**src/rtl/lfsr_rng.sv**
```systemverilog
// Fibonacci-LFSR random source with a valid/ready sample slot, runtime reseeding,
// decimation between captured samples and all-zero lockup repair.
module lfsr_rng #(
  parameter int               WIDTH = 16,
  parameter logic [WIDTH-1:0] TAPS  = 16'hD008,
  parameter logic [WIDTH-1:0] SEED  = 16'h0123,
  parameter int               OUT_W = 12,
  parameter int               STEPS = 1
) (
  input  logic             clk,
  input  logic             reset,
  input  logic             enable,
  input  logic             seed_load,
  input  logic [WIDTH-1:0] seed_in,
  input  logic             rand_ready,
  output logic             rand_valid,
  output logic [OUT_W-1:0] rand_num,
  output logic             lockup
);

  localparam logic [7:0] STEPS_G = 8'(STEPS);

  logic [WIDTH-1:0] lfsr_r;
  logic [7:0]       gap_r;

  logic             shift_s;
  logic             zero_s;
  logic             capture_s;
  logic [WIDTH-1:0] lfsr_next_s;
  logic [7:0]       gap_next_s;
  logic             valid_next_s;
  logic [OUT_W-1:0] num_next_s;
  logic             lockup_next_s;

  function automatic logic feedback(input logic [WIDTH-1:0] state);
    return ^(state & TAPS);
  endfunction

  assign shift_s   = enable & ~seed_load;
  assign zero_s    = (lfsr_r == {WIDTH{1'b0}});
  assign capture_s = shift_s & (gap_r == STEPS_G) & (~rand_valid | rand_ready);

  // Next-state decode: reseed beats shift; capture beats consume in the same cycle.
  always_comb begin
    lfsr_next_s   = lfsr_r;
    gap_next_s    = gap_r;
    valid_next_s  = rand_valid;
    num_next_s    = rand_num;
    lockup_next_s = lockup;
    if (seed_load) begin
      if (seed_in == {WIDTH{1'b0}}) begin
        lfsr_next_s = SEED;
      end else begin
        lfsr_next_s = seed_in;
      end
      gap_next_s    = STEPS_G;
      valid_next_s  = 1'b0;
      lockup_next_s = 1'b0;
    end else if (shift_s) begin
      if (zero_s) begin
        lfsr_next_s   = SEED;
        lockup_next_s = 1'b1;
      end else begin
        lfsr_next_s   = {lfsr_r[WIDTH-2:0], feedback(lfsr_r)};
      end
      if (capture_s) begin
        num_next_s   = lfsr_r[OUT_W-1:0];
        valid_next_s = 1'b1;
        gap_next_s   = 8'd1;
      end else begin
        if (gap_r < STEPS_G) begin
          gap_next_s = gap_r + 8'd1;
        end else begin
          gap_next_s = STEPS_G;
        end
        if (rand_valid && rand_ready) begin
          valid_next_s = 1'b0;
        end else begin
          valid_next_s = rand_valid;
        end
      end
    end else begin
      if (rand_valid && rand_ready) begin
        valid_next_s = 1'b0;
      end else begin
        valid_next_s = rand_valid;
      end
    end
  end

  // State and output registers.
  always_ff @(posedge clk or posedge reset) begin
    if (reset) begin
      lfsr_r     <= SEED;
      gap_r      <= STEPS_G;
      rand_valid <= 1'b0;
      rand_num   <= {OUT_W{1'b0}};
      lockup     <= 1'b0;
    end else begin
      lfsr_r     <= lfsr_next_s;
      gap_r      <= gap_next_s;
      rand_valid <= valid_next_s;
      rand_num   <= num_next_s;
      lockup     <= lockup_next_s;
    end
  end

endmodule
```
**config.mk**
```make
export PLATFORM = sky130hd
export DESIGN_NAME = lfsr_rng
export DESIGN_NICKNAME = d
export VERILOG_FILES = /design/src/rtl/lfsr_rng.sv
export SDC_FILE = /design/constraint.sdc
export NUM_CORES = 1
export LEC_CHECK = 0
export BUFFER_PORTS_ARGS = -buffer_cell sky130_fd_sc_hd__buf_4
export CORE_MARGIN = 2
export CORE_UTILIZATION = 55
export DETAILED_ROUTE_END_ITERATION = 10
export GPL_ROUTABILITY_DRIVEN = 0
export PLACE_DENSITY = 0.91
export SYNTH_ARGS = -nofsm -noshare
export SYNTH_HDL_FRONTEND = slang
export SYNTH_SLANG_ARGS = --single-unit
```
**constraint.sdc**
```tcl
create_clock -name clk -period 5.3 [get_ports clk]
set_input_delay 0.53 -clock clk [delete_from_list [all_inputs] [get_ports clk]]
set_output_delay 0.53 -clock clk [all_outputs]
set_load 0.005 [all_outputs]
```
==> qor.yml <==
run_status:
  outcome: "finished, final reports clean"
power:
  clockPowerShare_pct: 24.0
  seqPwrFrac_pct: 55.5
  p_leak_nw: 1.04
  comb_power_share_pct: 20.5
  switchingPower_mw: 0.171
  p_sw_share_pct: 26.5
  p_int_mw: 0.476
  powerDensity_nw_per_um2: 305
  ir_worst_vdd_mv: 0.152
cts:
  cts_resized: 0
  cts_tree: "built"
  clockBufferDepth: 2
  htreeDepth: 2
  clock-sinks: 38
  hold_buffers: 0
  cts_setup_buffers: 0
  clockRootBuffer: "clkbuf_4"
  cts_made_buffers: 5
  clk-insertion-delay-late_ns: 0.35
  clk_pin_slew_ns: 0.11
final_layout:
  syn_to_final_growth_pct: 19.6
  final_area_sq_um: 2120
  fin_util_pct: 69.5
  fill_cells: 247
  drive_above_1_share_pct: 37.7
  final_nets: 207
  antennaDiodeCount: 0
grt:
  grt_pass1_vias: 1259
  grt_pass1_wl_mm: 5.82
  track_usage_pct: 22.7
  antenna_found_initial: 0
  grt-ovfl-total: 0
  grt_max_degree: 39
timing:
  relSlewSlack_pct: 69.3
  setup_viol: 0
  slew_viol_final: 0
  post-route-period-util_pct: 40.1
  fin_worst_skew_ns: 0.0126
  finalCriticalPeriod_ns: 2.12
  finalHoldViolations: 0
  setup_tns_ns: 0
  fmax_ghz: 0.471
  tightest_slew_ns: 0.460
  rsz0062_at_grt: "no"
routing:
  drc: 0
  vias: 1238
  wirelength_mm: 3.57
  vias_per_cell: 5.45
  ant_nets: 0
  routedWlPerCell_um: 15.7
  first_pass_iters: 4
  first_iter_violations: 64
floorplan:
  ios: 35
  coreArea_sq_um: 3050
  rows: 20
  initial_core_util_pct: 58.2
  dieArea_sq_um: 3700
  die_y_um: 60.8
  dieWidth_um: 60.8
critical_path:
  cp-end-kind: "flop"
  cp-startpoint: "gap_r[7]"
  r2r_cells: 4
  crit_type: "flop to flop"
  crit_path_top_delay_cell: "or4_4"
  path_delay_family: "simple AND/OR/NAND/NOR gates"
  r2r_end: "rand_num[6]"
  r2r-start: "gap_r[7]"
  start_kind: "flop"
  cp_max_fo: 12
  worstPathArrival_ns: 2.37
  reg2reg_slack_ns: 3.18
  max_stage_delay_ns: 0.55
  crit_buf_inv: 0
  path_cells: "or4_4, nor4b_4, nand3_2, mux2_4"
  worstPathRequired_ns: 5.54
synth:
  synth_top_flop_cell: "dfrtp_1"
  synth_area_sq_um: 1780
  synth_warnings: 0
  ys_seq_area_share_pct: 53.9
  synthTopCellsByCount: "dfrtp_1, nand2_1, o21ai_0, mux2i_1, mux2_4"
  synth_top_area_share_pct: 46.5
  yosysTopAreaCell: "dfrtp_1"
  postSynthNetCount: 171
  synth-seq-cells: 38
  synth_edf_count: 0
  synth.avg_cell_area_sq_um: 12.2
  synth_most_common_cell: "dfrtp_1"
  ys_types: 31
  synth.area.top_cells: "dfrtp_1, mux2_4, dfstp_2"
  netlist_instances: 146
  async_reset_ff_share_pct: 100
placed_design:
  hpwl_mm: 2.69
  place.port_buffers: 34
  dpl-instance-area_sq_um: 2060
flow_run:
  cap_violations: 0
worst_hold_path:
  min_path_type: "input pin to asynchronous set/reset pin"
## cells by family after synthesis
group,share of synthesized area (%)
multiplexers,15.9
AND/OR/NAND/NOR,14.7
AO/OA/AOI/OAI,8.53
flip-flops,53.9
adder cells (fa/ha/maj),2.82
XOR/XNOR,0.987
buffers and inverters,3.17
## layout make-up
type	instances	area (sq um)	share of cell area, %
clock buffers	7	55.1	2.59
repair buffers	35	263	12.4
flip-flops and latches	38	957	45.1
multi-input cells	95	762	35.9
clock inverters	1	5.00	0.236
inverters	7	26.3	1.24
well taps	44	55.1	2.59
## worst register-to-register path, delay by kind of cell (launching register included)
family	cells	cell delay, ns
multiplexers	1	0.42
flip-flops	1	0.39
AND/OR/NAND/NOR	3	1.22
## cells in the final DEF, fill, tap and decap left out
cell type  count
and3_2         1
and2_1         4
nand2_1       14
nand4_1        2
or3_1          4
and2_2         1
mux2_4        10
inv_1          7
xnor2_1        2
buf_4         35
mux2i_1       11
dfrtp_1       33
nor4b_1        1
nand3_2        1
nor4_1         6
or4_4          1
clkbuf_8       1
a22o_1         2
o221a_2        4
clkbuf_4       5
nor2_1         4
nor4b_4        1
clkinv_2       1
o21ai_0       12
mux2_2         2
nand2b_1       1
nand3b_1       1
a21oi_1        2
ha_1           4
o21ba_2        1
clkbuf_1       1
dfstp_2        5
a311oi_1       1
nor3_1         2
## power groups by stage
stage	logic, mW	registers (mW)	clock network, mW
2_1_floorplan	0.0738	0.356	0
3_3_place_gp	0.129	0.360	0
5_1_grt	0.147	0.363	0.171
3_5_place_dp	0.134	0.364	0
6_report	0.133	0.359	0.155
4_1_cts	0.134	0.359	0.158
## state kept, by name (all words and copies together), names as in the netlist
register and flops:
lfsr_r 16, rand_num 12, gap_r 8, lockup 1
rand_valid 1
## stage by stage
stage / hold slack, ns / setup slack [ns] / total power [mW] / instances
3_3_place_gp: 0.469 / 3.21 / 0.489 / 219
6_report: 0.276 / 3.18 / 0.647 / 227
2_1_floorplan: 0.454 / 3.44 / 0.430 / 146
4_1_cts: 0.295 / 3.17 / 0.651 / 227
5_1_grt: 0.312 / 3.07 / 0.681 / 227
3_5_place_dp: 0.474 / 3.14 / 0.498 / 219
## per-layer routing
layer	vias up	GRT usage (%)	share of wire, %
li1	595	-	-
met4	0	14.3	2.7
met5	-	0	0
met3	8	4.90	4.8
met1	596	28.8	45
met2	39	35.3	48
## worst max path at each step
stage / endpoint / cells past startpoint / slack (ns)
2_1_floorplan: rand_num[0] / 5 / 3.44
3_3_place_gp: rand_num[2] / 5 / 3.21
3_5_place_dp: rand_num[6] / 5 / 3.14
4_1_cts: rand_num[6] / 4 / 3.17
5_1_grt: rand_num[6] / 4 / 3.07
6_report: rand_num[6] / 4 / 3.18
No activity file was read; power rests on OpenSTA's default activity.
